`src/rtl/sat_pkg.sv`:
```
// Shared types for the SAT search controller: literal encoding, FSM states,
// and the literal-width helper used by both the table and the controller.
package sat_pkg;

    localparam int MAX_VARS  = 32;
    localparam int VAR_IDX_W = 5;
    localparam int DEPTH_W   = 6;

    typedef struct packed {
        logic                 used;
        logic                 neg;
        logic [VAR_IDX_W-1:0] var_idx;
    } lit_t;

    localparam int LIT_T_W = $bits(lit_t);

    typedef enum logic [2:0] {
        ST_LOAD      = 3'd0,
        ST_IDLE      = 3'd1,
        ST_ASSIGN    = 3'd2,
        ST_WAIT      = 3'd3,
        ST_CHECK     = 3'd4,
        ST_BACKTRACK = 3'd5,
        ST_DONE      = 3'd6
    } state_t;

    function automatic int lit_w(input int num_vars);
        return 2 + $clog2(num_vars);
    endfunction

endpackage

```
`src/rtl/sat_literal_table.sv`:
```
// Literal table storage and load write pointer. Incoming literals are decoded
// into lit_t; a variable index outside the variable range is stored as unused.
module sat_literal_table
    import sat_pkg::*;
#(
    parameter int NUM_VARS  = 8,
    parameter int NUM_SLOTS = 48,
    localparam int LIT_W    = lit_w(NUM_VARS)
) (
    input  logic                         clk,
    input  logic                         rst_n,
    input  logic                         clear,
    input  logic                         wr_en,
    input  logic [LIT_W-1:0]             wr_data,
    output logic                         last_slot,
    output logic [NUM_SLOTS*LIT_T_W-1:0] table_flat
);

    localparam int IDX_W = LIT_W - 2;
    localparam int PTR_W = (NUM_SLOTS > 1) ? $clog2(NUM_SLOTS) : 1;

    lit_t             table_q [NUM_SLOTS];
    logic [PTR_W-1:0] wr_ptr;
    lit_t             wr_lit;

    always_comb begin
        wr_lit         = '0;
        wr_lit.var_idx = VAR_IDX_W'(wr_data[IDX_W-1:0]);
        wr_lit.neg     = wr_data[IDX_W];
        wr_lit.used    = wr_data[IDX_W+1] && (int'(wr_data[IDX_W-1:0]) < NUM_VARS);
    end

    assign last_slot = (wr_ptr == PTR_W'(NUM_SLOTS - 1));

    always_ff @(posedge clk or negedge rst_n) begin
        if (!rst_n) begin
            wr_ptr <= '0;
            for (int i = 0; i < NUM_SLOTS; i++) table_q[i] <= '0;
        end else if (clear) begin
            wr_ptr <= '0;
            for (int i = 0; i < NUM_SLOTS; i++) table_q[i] <= '0;
        end else if (wr_en) begin
            table_q[wr_ptr] <= wr_lit;
            wr_ptr          <= last_slot ? '0 : wr_ptr + 1'b1;
        end
    end

    always_comb begin
        table_flat = '0;
        for (int i = 0; i < NUM_SLOTS; i++) table_flat[i*LIT_T_W +: LIT_T_W] = table_q[i];
    end

endmodule

```
`src/rtl/sat_search_ctrl.sv`:
```
// DPLL-style depth-first SAT search controller driving an external clause evaluator.
// Optional conflict statistics are enabled with the SAT_SEARCH_STATS_EN macro.
module sat_search_ctrl
    import sat_pkg::*;
#(
    parameter int NUM_VARS            = 8,
    parameter int NUM_CLAUSES         = 16,
    parameter int NUM_VARS_PER_CLAUSE = 3,
    localparam int LIT_W              = lit_w(NUM_VARS)
) (
    input  logic                                       clk,
    input  logic                                       rst_n,
    input  logic                                       lit_valid,
    output logic                                       lit_ready,
    input  logic [LIT_W-1:0]                           lit_data,
    input  logic                                       load,
    input  logic                                       start,
    output logic [NUM_CLAUSES*NUM_VARS_PER_CLAUSE-1:0] clauses,
    input  logic                                       unsatisfied,
    output logic                                       busy,
    output logic                                       done,
    output logic                                       sat,
    output logic [NUM_VARS-1:0]                        model,
    output logic [15:0]                                conflicts,
    output logic [2:0]                                 fsm_state
);

    localparam int K         = NUM_VARS_PER_CLAUSE;
    localparam int NUM_SLOTS = NUM_CLAUSES * K;
    localparam logic [DEPTH_W-1:0] DEPTH_FULL = DEPTH_W'(NUM_VARS);

    // Literal stream handshake: a literal transfers on a rising edge where
    // lit_valid and lit_ready are both 1; lit_data is held while lit_valid waits.

    state_t                       state, state_next;
    logic                         loaded;
    logic [DEPTH_W-1:0]           depth, depth_m1;
    logic [MAX_VARS-1:0]          assigned, values;
    logic                         last_slot;
    logic [NUM_SLOTS*LIT_T_W-1:0] table_flat;
    logic [NUM_SLOTS-1:0]         clause_next;
    logic                         ctrl_state, load_accept, start_accept, any_used;
    lit_t                         lit;

    sat_literal_table #(
        .NUM_VARS  (NUM_VARS),
        .NUM_SLOTS (NUM_SLOTS)
    ) u_table (
        .clk        (clk),
        .rst_n      (rst_n),
        .clear      (load_accept),
        .wr_en      (lit_valid && lit_ready),
        .wr_data    (lit_data),
        .last_slot  (last_slot),
        .table_flat (table_flat)
    );

    assign ctrl_state   = (state == ST_IDLE) || (state == ST_DONE);
    assign load_accept  = ctrl_state && load;
    assign start_accept = ctrl_state && start && loaded && !load;
    assign depth_m1     = depth - 1'b1;

    always_ff @(posedge clk or negedge rst_n) begin
        if (!rst_n) state <= ST_LOAD;
        else        state <= state_next;
    end

    always_comb begin
        state_next = state;
        case (state)
            ST_LOAD:      if (lit_valid && last_slot) state_next = ST_IDLE;
            ST_IDLE,
            ST_DONE:      if (load_accept) state_next = ST_LOAD;
                          else if (start_accept) state_next = ST_ASSIGN;
            ST_ASSIGN:    state_next = ST_WAIT;
            ST_WAIT:      state_next = ST_CHECK;
            ST_CHECK:     if (unsatisfied) state_next = ST_BACKTRACK;
                          else if (depth == DEPTH_FULL) state_next = ST_DONE;
                          else state_next = ST_ASSIGN;
            ST_BACKTRACK: if (!values[depth_m1[VAR_IDX_W-1:0]]) state_next = ST_WAIT;
                          else if (depth_m1 == '0) state_next = ST_DONE;
                          else state_next = ST_BACKTRACK;
            default:      state_next = ST_LOAD;
        endcase
    end

    always_comb begin
        lit_ready = (state == ST_LOAD);
        busy      = (state == ST_ASSIGN) || (state == ST_WAIT) ||
                    (state == ST_CHECK)  || (state == ST_BACKTRACK);
        done      = (state == ST_DONE);
        fsm_state = state;
    end

    always_ff @(posedge clk or negedge rst_n) begin
        if (!rst_n) begin
            loaded   <= 1'b0;
            depth    <= '0;
            assigned <= '0;
            values   <= '0;
            sat      <= 1'b0;
            model    <= '0;
        end else begin
            case (state)
                ST_LOAD: if (lit_valid && last_slot) loaded <= 1'b1;
                ST_IDLE,
                ST_DONE: if (load_accept || start_accept) begin
                    loaded   <= loaded && !load_accept;
                    depth    <= '0;
                    assigned <= '0;
                    values   <= '0;
                    sat      <= 1'b0;
                    model    <= '0;
                end
                ST_ASSIGN: begin
                    assigned[depth[VAR_IDX_W-1:0]] <= 1'b1;
                    values[depth[VAR_IDX_W-1:0]]   <= 1'b0;
                    depth                          <= depth + 1'b1;
                end
                ST_CHECK: if (!unsatisfied && depth == DEPTH_FULL) begin
                    sat   <= 1'b1;
                    model <= values[NUM_VARS-1:0];
                end
                ST_BACKTRACK: if (!values[depth_m1[VAR_IDX_W-1:0]]) begin
                    values[depth_m1[VAR_IDX_W-1:0]] <= 1'b1;
                end else begin
                    assigned[depth_m1[VAR_IDX_W-1:0]] <= 1'b0;
                    values[depth_m1[VAR_IDX_W-1:0]]   <= 1'b0;
                    depth                             <= depth_m1;
                end
                default: ;
            endcase
        end
    end

    // A slot reads 1 when its literal is false; unused slots read 1 so that a clause
    // is reported all-ones only when every used literal is false. Empty clauses stay 0.
    always_comb begin
        clause_next = '0;
        any_used    = 1'b0;
        lit         = '0;
        for (int i = 0; i < NUM_CLAUSES; i++) begin
            any_used = 1'b0;
            for (int j = 0; j < K; j++) begin
                lit      = lit_t'(table_flat[(i*K+j)*LIT_T_W +: LIT_T_W]);
                any_used = any_used | lit.used;
            end
            for (int j = 0; j < K; j++) begin
                lit = lit_t'(table_flat[(i*K+j)*LIT_T_W +: LIT_T_W]);
                if (lit.used) clause_next[i*K+j] = assigned[lit.var_idx] && (values[lit.var_idx] == lit.neg);
                else          clause_next[i*K+j] = any_used;
            end
        end
    end

    always_ff @(posedge clk or negedge rst_n) begin
        if (!rst_n) clauses <= '0;
        else        clauses <= clause_next;
    end

`ifdef SAT_SEARCH_STATS_EN
    always_ff @(posedge clk or negedge rst_n) begin
        if (!rst_n) begin
            conflicts <= '0;
        end else if (start_accept) begin
            conflicts <= '0;
        end else if (state == ST_CHECK && unsatisfied && conflicts != 16'hFFFF) begin
            conflicts <= conflicts + 16'd1;
        end
    end
`else
    assign conflicts = '0;
`endif

endmodule

```
`config.mk`:
```
export PLATFORM = sky130hd
export DESIGN_NAME = sat_search_ctrl
export DESIGN_NICKNAME = d
export VERILOG_FILES = /design/src/rtl/sat_pkg.sv /design/src/rtl/sat_literal_table.sv /design/src/rtl/sat_search_ctrl.sv
export SDC_FILE = /design/constraint.sdc
export NUM_CORES = 1
export LEC_CHECK = 0
export CORE_MARGIN = 2
export CORE_UTILIZATION = 34
export DETAILED_ROUTE_END_ITERATION = 8
export GPL_ROUTABILITY_DRIVEN = 0
export SLEW_MARGIN = 25
export SYNTH_ARGS = -nofsm -noshare
export SYNTH_HDL_FRONTEND = slang
export SYNTH_SLANG_ARGS = --single-unit
```
`constraint.sdc`:
```
create_clock -name clk -period 9.43 [get_ports clk]
set_input_delay 1.886 -clock clk [delete_from_list [all_inputs] [get_ports clk]]
set_output_delay 1.886 -clock clk [all_outputs]
set_load 0.005 [all_outputs]
```
* Word-level counts from Yosys, hierarchy flattened *
Index checks and enable logic that the tools add are counted.

operators by class
  $add $sub $neg = 3
  reduce and logical (&&, ||, !) cells = 79
  order comparisons = 54
  multiplexer cells = 279
  equality and inequality tests = 61
  bitwise operators = 40

operators with widths
  kind                                                                                  count
  336-bit 2-to-1 mux                                                                    2
  1-bit binary-select mux with 5-bit select                                             97
  336-bit bitwise mux                                                                   1
  5-bit by 6-bit < comparator with 1-bit output (second input constant)                 50
  32-bit case mux with 3 select lines                                                   2
  1-bit 2-to-1 mux                                                                      151
  32-bit bitwise AND                                                                    3
  32-bit 2-to-1 mux                                                                     3
  32-bit NOT                                                                            2
  32-bit bitwise OR                                                                     2
  1-bit logical AND                                                                     59
  1-bit == test                                                                         48
  7-bit demux with 6-bit select                                                         1
  1-bit bitwise OR                                                                      32
  6-bit 2-to-1 mux                                                                      5
  3-bit 2-to-1 mux                                                                      6
  3-bit case mux with 6 select lines                                                    1
  6-bit case mux with 3 select lines                                                    1
  8-bit 2-to-1 mux                                                                      2
  8-bit case mux with 2 select lines                                                    1
  6-bit by 1-bit adder with 6-bit output (second input constant)                        2
  1-bit demux with 5-bit select                                                         2
  5-bit by 1-bit greater-or-equal comparator with 1-bit output (second input constant)  2
  3-bit == test (second input constant)                                                 3
  23 further kinds                                                                      38

storage, ports and cells
  word-level logic and storage cells = 669
  bits in registers = 473

* Longest topological paths before layout *
Gate-level depths: netlist (run 1).

  depth after elaboration = 9
  depth in mapped cells = 13
  depth with buffers taken out = 8

* Hierarchy *
From an unflattened synthesis (run 1), not the netlist that was laid out.

unflattened totals
  cells, all modules = 3848
  area total of the unflattened synthesis = 44330.0 um^2

modules (own cells, without submodules)
  module             times used  sequential area each (um^2)  area an instance (um^2)  cells each
  sat_search_ctrl    1           3278.1                       32650.1                  2569
  sat_literal_table  1           6155.9                       11680.0                  1279

* Worst setup path after synthesis (run 1) *
No wires, ideal clock.

  path kind = in2reg
  start point = input port lit_valid
  end point = register u_table.table_q (netlist bit u_table.table_flat[21])
  cell stages on the path = 6
  slack = 6.098 ns
  library setup time = 0.135 ns
  path buffers = 1
  arrival = 3.198 ns
  path through = inv_1 > nor3b_1 > or3b_2 > buf_2 > nor2_2 > o21ai_0

between the ends
  word-level cells in the longest chain between the ends = 2

RTL lines
  element                              RTL line                 RTL
  start: declaration                   sat_search_ctrl.sv:13    input logic lit_valid,
  1-bit logical AND                    sat_search_ctrl.sv:52    .wr_en (lit_valid && lit_ready),
  2-bit nonzero test (no source line)  --
  end signal: indexed assignment       sat_literal_table.sv:43  table_q[wr_ptr] <= wr_lit;
  end: declaration                     sat_literal_table.sv:22  lit_t table_q [NUM_SLOTS];

Every way passes these cells.
A chain may end at the register's enable or synchronous reset.

* Worst setup path in the final report (run 1) *
  start point = register depth[0]
  end point = register depth[5]

between the ends
  word-level cells in the longest chain between the ends = 5

RTL lines
  element                                      RTL line                RTL
  start: declaration                           sat_search_ctrl.sv:37   logic [DEPTH_W-1:0] depth, depth_m1;
  start signal: assignment                     sat_search_ctrl.sv:118  depth <= depth + 1'b1;
  start signal: assignment                     sat_search_ctrl.sv:129  depth <= depth_m1;
  6-bit by 1-bit subtractor with 6-bit output  sat_search_ctrl.sv:61   assign depth_m1 = depth - 1'b1;
  1-bit binary-select mux with 5-bit select    sat_search_ctrl.sv:124  ST_BACKTRACK: if (!values[depth_m1[VAR_IDX_W-1:0]]) begin
  1-bit 2-to-1 mux (not written as such)       sat_search_ctrl.sv:124
  2-bit inequality test (no source line)       --
  3-bit AND reduction (no source line)         --

Parallel ways exist; a longest one is shown, timed or not. The select of a mux whose other input is x is not followed.

==> results by stage, run 1 <==
Die:
- The area of the die is between 60000 and 70000 um^2.
- The die span in x is 257 um.
- After floorplanning, the core was sized to cover ~63000 um^2.
- The I/O pin count is 90.
- The overall die height is roughly 260 um.
- For this configuration, the core starts out at a cell density of 34.5%.
- The initialized floorplan defines between 90 and 100 standard-cell rows.

Layout:
- The area growth from synthesis to layout is 11.1%.
- Counting the fill cells in the layout gives 6221.
- In the final layout, the share of cells above drive strength 1 is 15.7%.
- In the final design database the tool counted 2163 nets.
- In the final layout, flip-flops and latches occupy 8840 um^2.
- The multi-input combinational cell area is 12000 um^2.

GRT:
- The first global-routing pass estimated slightly above 100 mm of wire.
- The number of antenna violations at the first check in global routing is 1.
- The global route total overflow is 0.
- Entering global routing, the biggest net connects 85 pins.
- For this run, the total global-route usage over all layers was measured as 19.6%.
- The number of global-route vias before repair is around 17000.

Critical path:
- The type of the setup path with the least slack is reg -> reg.
- The highest fanout seen on the critical path is 45.
- The worst setup path is captured at a flop.
- The critical path launch point type is a flop.
- The number of cells on the worst reg-to-reg path is 8.
- The signal arrival time at the worst endpoint is 4820 ps.
- In this run the critical register-to-register path is launched from depth[0].
- The worst endpoint required time is 9890 ps.
- The endpoint identified for the worst register-to-register timing path is depth[5].
- For flop-to-flop paths, the worst setup slack is 5060 ps.

Yosys:
- sky130_fd_sc_hd__dfrtp_1 takes more of the synthesized area than any other cell.
- Counting every instance in the synthesized netlist gives about 2200.
- The number of different library cells in the post-synthesis netlist is between 50 and 60.
- During synthesis, Yosys emitted a total of 0 warnings.
- The cell area that synthesis handed to floorplanning was 21800 um^2.
- In this run the biggest area consumer among cell types represents 40.5% of the synthesized area.
- The synthesized design contains 0 enable-type register cells.
- For this run, the leading register cell type out of synthesis is sky130_fd_sc_hd__dfrtp_1.
- The synthesized area per cell is 9.75 um^2.
- Ranked by total cell area, the synthesized netlist is headed by sky130_fd_sc_hd__dfrtp_1 (40%), sky130_fd_sc_hd__mux4_2 (21%), sky130_fd_sc_hd__nand2_1 (9.0%).
- After synthesis, the share of flip-flops with an asynchronous set or reset is 100%.
- The flip-flop and latch count after synthesis is 353.
- Of the synthesized area, sequential elements account for 40.5%.

Timing:
- The number of hold violations in the final report came to 0.
- The summed negative setup slack over all endpoints is 0 ps.
- The maximum clock rate is 0.229 GHz.
- Setup repair after global routing left no endpoint under its margin.
- For the pin with the worst max-slew slack, the measured transition is 1030 ps.
- The total setup violations reported at the end of the flow is 0.
- The worst hold slack is between 400 and 500 ps.
- The final clock skew is 26.3 ps.
- In this run the tightest slew margin relative to its limit is 31.3%.
- The fraction of the cycle the final worst path needs is 46.3%.
- The number of max-slew violations in the final report is 0.
- The routed design could run at a clock period as short as 4370 ps.

Route:
- The final layout contains routed wiring with a total length of 66.2 mm.
- The post-detailed-route wirelength per cell is 21.9 um.
- In the routed layout, each cell is associated on average with a via count of slightly below 6.
- The DRC violation count after routing is 0.
- Detailed routing inserted a total of 17700 vias.
- The count of nets left with antenna violations once routing finished came out at 0.
- After the first detailed-routing iteration, the DRC count stood at 1935.
- The first-pass detailed-route iteration total is 7.

Pwr:
- The internal cell power is roughly 4300 uW.
- In this run switching power makes up just under 40% of total power.
- The clock network accounts for 23.8% of the total power.
- Dividing total power by cell area gives a power density of 288 nW/um^2.
- The logic gate share of total power is between 40% and 50%.
- The cell leakage power is 0.00886 uW.
- Per report_power, the sequential group accounts for 36.1% of the total.
- The reported net switching power is 2690 uW.
- The worst-case vdd ir drop is 0.000133 V.

Placed design:
- The quantity of I/O buffers inserted on ports is 73.
- The total half-perimeter wirelength after legalization and detailed placement is about 35 mm.

Min path:
- The endpoint of the worst hold path is clauses[40].
- The path class of the tightest hold or removal check is reg -> reg.
- The hold-critical path depth is 1.
- The worst hold path begins at u_table.table_flat[286].

Clock tree:
- The clock tree synthesis step divided the H-tree into 2 levels.
- The number of clock buffers inserted by TritonCTS is 41.
- The clock-pin transition on the worst setup and hold timing paths is ~60 ps.
- The count of hold-fix buffers inserted at cts is 0.
- Counting along the longest clock path gives a buffer depth of 3.
- The count of cells resized by post-cts repair is 0.
- TritonCTS built the clock tree.
- The tree is rooted in a sky130_fd_sc_hd__clkbuf_16.
- Clock latency on the worst-skew pair, taken at its later pin, is 590 ps.
- The tree built by TritonCTS fans out to approximately 350 sinks.
- Once the clock tree was built, the setup fixing pass inserted 0 buffers.

Run:
- The tool flagged a number of max-cap violations equal to 0.

Status:
- The flow ran to the end, and the final reports show no timing, DRC or antenna violations.
## final cells by class
class / count / share of cell area, %
repair buffers: 104 / 3.92
diodes: 2 / 0.0206
well taps: 846 / 4.37
multi-input cells: 1637 / 49.4
flip-flops and latches: 353 / 36.5
clock buffers: 54 / 4.85
inverters: 7 / 0.108
clock inverters: 21 / 0.888
## flip-flops by register name, summed over array words and instances (netlist names)
register,count
sat,1
depth,6
assigned,8
u_table.wr_ptr,6
fsm_state,3
u_table.table_flat,240
clauses,48
loaded,1
values,32
model,8
## cells in the final DEF, fill, tap and decap left out, types with 5 or more instances in the layout
cell type / count
sky130_fd_sc_hd__nor2_1: 71
sky130_fd_sc_hd__clkbuf_8: 10
sky130_fd_sc_hd__mux2i_1: 18
sky130_fd_sc_hd__o21ai_0: 279
sky130_fd_sc_hd__o211ai_1: 19
sky130_fd_sc_hd__nand2_1: 523
sky130_fd_sc_hd__clkinvlp_4: 5
sky130_fd_sc_hd__buf_4: 29
sky130_fd_sc_hd__nand3_1: 45
sky130_fd_sc_hd__a31oi_1: 55
sky130_fd_sc_hd__nor3_1: 23
sky130_fd_sc_hd__o22ai_1: 6
sky130_fd_sc_hd__a21oi_1: 103
sky130_fd_sc_hd__o21ai_1: 5
sky130_fd_sc_hd__mux4_2: 200
sky130_fd_sc_hd__xnor2_1: 67
sky130_fd_sc_hd__nand3b_1: 50
sky130_fd_sc_hd__clkbuf_16: 41
sky130_fd_sc_hd__nor2b_1: 10
sky130_fd_sc_hd__buf_2: 5
sky130_fd_sc_hd__and2_1: 9
sky130_fd_sc_hd__inv_6: 5
sky130_fd_sc_hd__nand2b_1: 17
sky130_fd_sc_hd__ha_1: 8
sky130_fd_sc_hd__dfrtp_1: 346
sky130_fd_sc_hd__clkinv_2: 7
sky130_fd_sc_hd__nor2_2: 8
sky130_fd_sc_hd__nand4_1: 5
sky130_fd_sc_hd__xor2_1: 10
sky130_fd_sc_hd__clkdlybuf4s50_1: 67
sky130_fd_sc_hd__inv_1: 6
sky130_fd_sc_hd__conb_1: 16
sky130_fd_sc_hd__a22o_1: 10
sky130_fd_sc_hd__dfrtp_2: 7
sky130_fd_sc_hd__a211oi_1: 5
sky130_fd_sc_hd__o31ai_1: 32
## routing by layer
layer | wire length, um | up-vias | GRT usage, %
met5 | 13 | - | 0
met4 | 1500 | 2 | 6.52
met3 | 6460 | 117 | 4.36
met2 | 30800 | 983 | 30.5
met1 | 27500 | 8843 | 27.1
li1 | - | 7792 | -
## power by group through the flow
stage | clock network, uW | logic [uW] | registers (uW)
6_report | 1660 | 2800 | 2520
5_1_grt | 1750 | 3020 | 2600
4_1_cts | 1690 | 2770 | 2520
3_5_place_dp | 0 | 2770 | 2540
3_3_place_gp | 0 | 2710 | 2510
2_1_floorplan | 0 | 2120 | 2290
## worst max-delay path by stage
stage               depth (start not counted)                      end      start
global placement                            8                 depth[5]   depth[0]
finish                                      8                 depth[5]   depth[0]
CTS                                         8                 depth[5]   depth[0]
detailed placement                          6  u_table.table_flat[180]  lit_valid
global route                                8                 depth[5]   depth[0]
floorplan                                   6   u_table.table_flat[21]  lit_valid
## cells by family after synthesis
family	Yosys count	synth area share, %
adders and majority gates	8	0.459
AOI/OAI and AO/OA	534	13.8
other	1	0.0172
buffers and inverters	263	4.93
xor gates and xnor gates	78	3.17
muxes	221	21.6
and+or+nand+nor	780	15.5
DFF	353	40.5
## synth_stat cells (13+ instances only)
library cell,n
sky130_fd_sc_hd__nand3_1,45
sky130_fd_sc_hd__a21oi_1,103
sky130_fd_sc_hd__nor3_1,23
sky130_fd_sc_hd__clkbuf_1,208
sky130_fd_sc_hd__buf_1,13
sky130_fd_sc_hd__xnor2_1,67
sky130_fd_sc_hd__o21ai_0,279
sky130_fd_sc_hd__nand3b_1,50
sky130_fd_sc_hd__nand2b_1,17
sky130_fd_sc_hd__o211ai_1,19
sky130_fd_sc_hd__buf_2,17
sky130_fd_sc_hd__mux2i_1,18
sky130_fd_sc_hd__o31ai_1,32
sky130_fd_sc_hd__dfrtp_1,353
sky130_fd_sc_hd__nor2_1,71
sky130_fd_sc_hd__buf_4,18
sky130_fd_sc_hd__a31oi_1,55
sky130_fd_sc_hd__mux4_2,200
sky130_fd_sc_hd__nand2_1,524
## worst max-delay path, cell delays in order, from the launching register on
cell                       delay [ps]
sky130_fd_sc_hd__dfrtp_1          980
sky130_fd_sc_hd__inv_1            280
sky130_fd_sc_hd__ha_1             750
sky130_fd_sc_hd__mux4_2           590
sky130_fd_sc_hd__and2_1           180
sky130_fd_sc_hd__a211oi_1         210
sky130_fd_sc_hd__a2111o_2         230
sky130_fd_sc_hd__nand2_2          510
sky130_fd_sc_hd__mux2_2           490
## through the flow
stage	cell area [um^2]	worst slack (ps)	std cells	utilization [%]	power (uW)
floorplan	21900	6100	2253	-	4410
global placement	22800	5120	2947	36.1	5220
detailed placement	22800	4980	2947	36.1	5310
CTS	24200	5030	3022	38.3	6990
global route	24200	4780	3022	38.3	7370
finish	24200	5060	3024	38.3	6980
(Power assumes the default switching activity.)
==> inputs of run 2 (changes only) <==
Clock period 9.43 ns to 3.7 ns, I/O delays scaled along.
==> results by stage, run 2 (same netlist as run 1, synthesis figures left out) <==
Clock tree:
- The maximum root-to-sink buffer count is 3.
- TritonCTS built the clock tree.
- The cell at the root of the clock tree is sky130_fd_sc_hd__clkbuf_16.
- After clock tree synthesis, the repair step resized 0 gates.
- The number of hold buffers added after CTS was 0.
- At the later pin of the worst-skew pair, clock insertion delay measures 570 ps.
- The number of clock buffers inserted by TritonCTS is 41.
- Clock-pin slew was measured on the worst setup and hold paths at 60 ps.
- The count of clock tree sinks is 353.
- The clock tree synthesis step divided the H-tree into 2 levels.
- The number of setup buffers added after CTS is 0.

Layout:
- Leaving out fill and tap cells, the most frequent cell in the layout is sky130_fd_sc_hd__nand2_1.
- The number of flip-flops in the largest register is 240.
- The fill cell total of the finished layout is 6201.
- At the end of the flow, the number of nets in the layout was 2197.
- The top cell types in the final layout, fill and taps aside, are sky130_fd_sc_hd__nand2_1 (523), sky130_fd_sc_hd__dfrtp_1 (343), sky130_fd_sc_hd__o21ai_0 (279).
- The antenna diode count is 0.
- The share of layout cells above drive strength 1 is 16.5%.
- Compared with the post-synthesis result, the final layout area differs by 12.1%.
- The area of all placed cells without fillers is 24500 um^2.
- The final cell utilization of the core is between 30% and 40%.

Die:
- The floorplan step defined a die boundary enclosing 66200 um^2.
- In this run the horizontal extent of the chip is 257 um.
- The starting density of the core is between 30% and 40%.
- The overall die height is 257 um.
- The I/O pin count is 90.
- The placeable core area is 63300 um^2.
- Row generation in the floorplan step produced just over 90 rows.

Timing:
- For the finished layout, the period the worst path requires is 2980 ps.
- Headroom to the max-slew limit came out at 26.1%.
- The worst path meets setup with 723 ps of slack.
- The number of hold violations in the final report is 0.
- The slew of the pin with the lowest slew margin is 1100 ps.
- The maximum clock rate is between 0.3 and 0.4 GHz.
- Setup repair after global routing left no endpoint under its margin.
- Between clock sinks in the finished design, the worst skew comes to around 13 ps.
- The number of max-slew violations in the final report is 0.
- Setup violations remaining at the end of the flow were counted as 0.
- Setup total negative slack on the finished layout was measured at 0 ps.
- Dividing the final minimum period by the clock period gives just over 80%.

GRT:
- In the global route stage, met1 resource usage came out at between 20 and 30%.
- The number of antenna violations at the first check in global routing is 1.
- The total routing resource utilization after global routing is 20.5%.
- The global-route met3 utilization is 4.29%.
- For this run, global-route usage on met2 was measured as 32.3%.
- The global route total overflow is 0.
- The first-pass GRT wire length is 107 mm.
- The number of global-route vias before repair came to 18000.
- Entering global routing, the biggest net connects 118 pins.
- In this run the most used layer during global routing was met2.

Critical path:
- The master of the slowest instance on the critical path is sky130_fd_sc_hd__ha_1.
- The worst setup path is launched from a flop.
- The worst setup path is of the reg -> reg kind.
- In this design, the largest share of critical-path delay is due to compound AO/OA/AOI/OAI gates.
- The critical path contains buffers and inverters numbering 2 combined.
- The highest cell delay on the worst timing path is 560 ps.
- STA classifies the critical path endpoint as a flop.
- The register-to-register setup slack is 720 ps.
- Data arrives at the worst endpoint at 3390 ps.
- Traced cell by cell, the critical path runs through inv_1, ha_1, xor2_2, mux2_2, a21oi_1, a2111o_2, nand2_2, buf_4, o21ai_0.
- The worst endpoint required time is between 4000 and 5000 ps.
- Along the worst path, the maximum fanout reaches 27.

Route:
- Wires add up to 68.6 mm.
- In the final routed layout, each cell accounts on average for approximately 22 um.
- The first-pass detailed-route iteration total is 6.
- After detailed routing, the number of vias per cell comes to about 5.9.
- The number of vias in the routed layout is around 18000.
- For this run, design rule violations remaining after detail routing come to 0.
- The count of routing violations after the opening detailed-route iteration is 1902.
- The count of nets left with antenna violations after detail routing is 0.

Pwr:
- The cell leakage power is 0.00899 uW.
- For this design the ratio of total power to cell area is 727 nW/um^2.
- VDD sags by at most 0.000437 V.

Placed design:
- After legalization and detailed placement, the total HPWL measured 41.3 mm.
- Before CTS, the worst setup slack after placement is ~530 ps.
- The count of buffers added on input and output ports is 73.
- After detailed placement, the total cell area comes to 23200 um^2.

Min path:
- The path type of the worst min-delay path is in -> async.

Run:
- The reported max-cap violation count is 0.

Status:
- The flow ran to the end, and the final reports show no timing, DRC or antenna violations.
==> run 2: cell types whose count changed in the layout (fill, tap and decap cells not counted) <==
| cell | delta |
|---|---|
| sky130_fd_sc_hd__dfrtp_1 | -3 |
| sky130_fd_sc_hd__buf_6 | -2 |
| sky130_fd_sc_hd__dfrtp_2 | +3 |
| sky130_fd_sc_hd__clkinv_2 | -2 |
| sky130_fd_sc_hd__bufinv_16 | -1 |
| sky130_fd_sc_hd__inv_6 | -5 |
| sky130_fd_sc_hd__clkbuf_1 | +11 |
| sky130_fd_sc_hd__buf_4 | +30 |
| sky130_fd_sc_hd__clkinv_4 | -1 |
| sky130_fd_sc_hd__diode_2 | -2 |
| sky130_fd_sc_hd__buf_12 | +6 |
| sky130_fd_sc_hd__clkbuf_8 | -3 |
| sky130_fd_sc_hd__clkinvlp_4 | -3 |
==> run 2: per-stage QoR <==
stage / std cells / power [uW] / hold slack [ps]
floorplan: 2253 / 11200 / 442
global placement: 2981 / 13500 / 465
detailed placement: 2981 / 13800 / 472
CTS: 3052 / 17800 / 115
global route: 3052 / 18800 / 151
finish: 3052 / 17800 / 111
==> run 2: per-layer routing <==
metal | share of wire [%] | up-vias
li1 | - | 7854
met4 | 2.8 | 2
met3 | 10 | 155
met1 | 41 | 9038
met2 | 46 | 1037
met5 | 0.018 | -
==> run 2: area by class of cell <==
cell class,instances,area (um^2),area share [%]
Multi-Input combinational cell,1637,12000,49.0
Sequential cell,353,8850,36.2
Timing Repair Buffer,138,1270,5.21
Clock buffer,62,1170,4.80
Tap cell,846,1060,4.33
Clock inverter,9,100,0.409
Inverter,7,26.3,0.107
==> run 2: final timing paths <==
| check | to | start | cells past startpoint |
|---|---|---|---|
| min in group clk | clauses[44] | u_table.table_flat[314] | 1 |
| worst max register to register | values[4] | depth[0] | 9 |
| worst min register to register | clauses[44] | u_table.table_flat[314] | 1 |
| max in group asynchronous | clauses[2] | rst_n | 2 |
| worst min-delay path | u_table.table_flat[148] | rst_n | 1 |
| worst max-delay path | values[4] | depth[0] | 9 |
==> run 2: power by group <==
part	total (uW)	switching (uW)	internal, uW	leakage (uW)
clock network	3990	1670	2320	0.000620
registers	6810	1750	5060	0.00457
logic	6990	3460	3530	0.00380
==> run 2: worst register-to-register path: cells and delay by family (launching register included) <==
family	cells	cell delay [ps]
compound gates	3	760
xor+xnor	1	360
fa+ha+maj	1	560
buf+inv	2	440
flops	1	370
mux	1	220
simple gates	1	130
==> inputs of run 3 (changes only) <==
Clock period 3.7 ns to 3.02 ns, I/O delays scaled along.
==> results by stage, run 3 (same netlist as run 1, synthesis figures left out) <==
Clock tree:
- The level count of the clock H-tree is 2.
- The CTS tree is built.
- After clock tree synthesis, the clock-pin slew on the worst setup and hold paths is 60 ps.
- The number of clock buffers inserted by TritonCTS is 42.
- In this run the post-CTS setup repair buffer count came out at 0.
- The maximum root-to-sink buffer count is 3.
- In this run the clock root is driven by a sky130_fd_sc_hd__clkbuf_16.
- The clock latency of the later-clocked register in the worst-skew pair is 580 ps.
- The count of cells resized by post-cts repair is 0.
- Clock tree synthesis found a total of 353 sinks.

Timing:
- For the finished layout, the period the worst path requires is 2800 ps.
- The maximum clock rate is between 0.3 and 0.4 GHz.
- The total setup violations reported at the end of the flow is 0.
- The slew of the pin with the lowest slew margin is 1110 ps.
- The worst pin sits at a relative slew slack of 25.7%.
- Summed over all failing endpoints, the final setup total negative slack is 0 ps.
- The number of hold violations in the final report came to 0.
- Setup repair after global routing left no endpoint under its margin.
- Setup slack on the critical path of the routed design comes to 218 ps.
- For the final database, setup skew stands at 15.9 ps.
- The number of max-slew violations in the final report is 0.
- The final critical path takes up about 93% of the cycle.
- Hold is met by ~470 ps.

Critical path:
- Setup slack on the worst reg-to-reg path comes out at approximately 220 ps.
- The number of cells on the worst reg-to-reg path is 8.
- The setup path with the least slack is of type reg -> reg.
- The endpoint kind of the worst setup timing path is a flop.
- For the worst setup path, the data arrival time is 3260 ps.
- The startpoint of the most critical register-to-register path is depth[1].
- The endpoint of the most critical register-to-register path is depth[3].
- The worst endpoint required time is 3480 ps.
- STA classifies the critical path startpoint as a flop.
- The highest fanout seen on the critical path is 11.

Die:
- Measured along the x axis, the die boundary spans 257 um.
- Once the floorplan was initialized, standard cells occupied 34.5% of the core.
- Row generation in the floorplan step produced 92 rows.
- 90 I/O pins were placed.
- The overall die height is 257 um.
- In this run the standard cell core region covers 63300 um^2.
- The die covers approximately 66000 um^2.

Pwr:
- The reported net switching power is between 8000 and 9000 uW.
- The total power draw is between 20000 and 25000 uW.
- The clock network fraction of design power is 23.5%.
- The internal cell power is roughly 14000 uW.
- Combinational logic burns 39.9% of the power.
- In this run the static leakage power is 0.00934 uW.
- Dividing total power by cell area gives a power density of 889 nW/um^2.
- Net switching is 38.0% of the power.
- The part of the total power dissipated in sequential elements is 36.7%.
- The worst-case vdd ir drop is roughly 0.00053 V.

Placed design:
- The pre-CTS setup slack is 172 ps.
- The placed instance area is 23600 um^2.
- Summed over all nets, the half-perimeter wirelength after detailed placement is 40.6 mm.
- The quantity of I/O buffers inserted on ports is 73.

Layout:
- The antenna diode count is 0.
- Compared with the post-synthesis result, the final layout area differs by 14.7%.
- The net count of the finished layout is 2237.
- Leaving out fill and tap cells, the most frequent cell in the layout is sky130_fd_sc_hd__nand2_1.
- The register with the most flip-flops in the layout has 240 of them.
- The finished cells cover 25000 um^2.
- Leaving out fill and tap cells, the most frequent cells in the layout are sky130_fd_sc_hd__nand2_1 (523), sky130_fd_sc_hd__dfrtp_1 (346), sky130_fd_sc_hd__o21ai_0 (279).
- The share of layout cells above drive strength 1 is 18.1%.
- The register area is 8840 um^2.
- The multi-input combinational cells in the finished layout cover a total of between 10000 and 15000 um^2.
- The layout has ~6200 filler cells.

Route:
- Summed over all layers, the routed wires come to ~68 mm.
- The first TritonRoute pass finished after 5 iterations.
- The count of routing violations after the opening detailed-route iteration is 1897.
- After detailed routing, the number of vias per cell comes to 5.87.
- In this run the remaining antenna-violating nets after routing total 0.
- The post-detailed-route wirelength per cell is 22.0 um.
- In the routed design, unresolved DRC markers number 0.
- Detailed routing inserted a total of 18200 vias.

GRT:
- The total routing resource utilization after global routing is 20.3%.
- The first global-routing pass estimated about 110 mm of wire.
- The number of global-route vias before repair is 17800.
- The number of antenna violations at the first check in global routing is 1.
- The global route total overflow is 0.
- Entering global routing, the biggest net connects 90 pins.

Status:
- The flow ran to the end, and the final reports show no timing, DRC or antenna violations.

Min path:
- The hold path startpoint is u_table.table_flat[209].
- For hold timing, the worst endpoint is clauses[29].
- The path class of the tightest hold or removal check is reg -> reg.
- The hold-critical path depth is 1.

Run:
- The reported max-cap violation count is 0.
==> run 3: critical path, stage by stage (launching register included) <==
cell                       delay [ps]
sky130_fd_sc_hd__dfrtp_1          370
sky130_fd_sc_hd__inv_1            130
sky130_fd_sc_hd__ha_1             450
sky130_fd_sc_hd__or2_2            190
sky130_fd_sc_hd__a211oi_1          60
sky130_fd_sc_hd__o311a_1          370
sky130_fd_sc_hd__a2111o_2         500
sky130_fd_sc_hd__a21oi_2          250
sky130_fd_sc_hd__mux2_1           340
==> run 3: power groups by stage <==
stage                     Clock [uW]  Combinational [uW]  Sequential (uW)
after global routing            5510                9590             8390
after floorplan                    0                6620             7150
after global placement             0                8600             8100
final                           5220                8860             8150
after CTS                       5320                8840             8130
after detailed placement           0                8820             8190
==> run 3: metal layers <==
layer | up-vias | GRT usage, % | share of wire (%)
met5 | - | 0 | 0.019
li1 | 7927 | - | -
met2 | 1024 | 31.1 | 46
met3 | 171 | 3.91 | 9.9
met1 | 9026 | 28.5 | 41
met4 | 2 | 7.90 | 3.2
==> run 3: worst max path at each step <==
stage | from | end | slack, ps | depth (start not counted)
floorplan | depth[0] | depth[3] | 30 | 12
global placement | lit_valid | u_table.table_flat[105] | 190 | 8
detailed placement | lit_valid | u_table.table_flat[107] | 170 | 8
CTS | fsm_state[2] | lit_ready | 230 | 3
global route | depth[1] | values[15] | 60 | 9
finish | depth[1] | depth[3] | 220 | 8
==> run 3: final cells by class <==
type	count	area share [%]
timing repair buffer	177	6.92
inverter	7	0.105
sequential	353	35.3
tap	846	4.23
clock buffer	63	5.17
multi-input combinational	1637	47.9
clock inverter	9	0.380
==> run 3: per-stage QoR <==
| stage | cells | util (%) |
|---|---|---|
| after floorplan | 2253 | - |
| after global placement | 3019 | 37.3 |
| after detailed placement | 3019 | 37.3 |
| after CTS | 3092 | 39.5 |
| after global routing | 3092 | 39.5 |
| final | 3092 | 39.5 |
==> run 3: timing repair <==
action	in CTS	in global routing
endpoints found under the setup margin	0	0
hold buffers	1	0
hold endpoints to repair	21	0
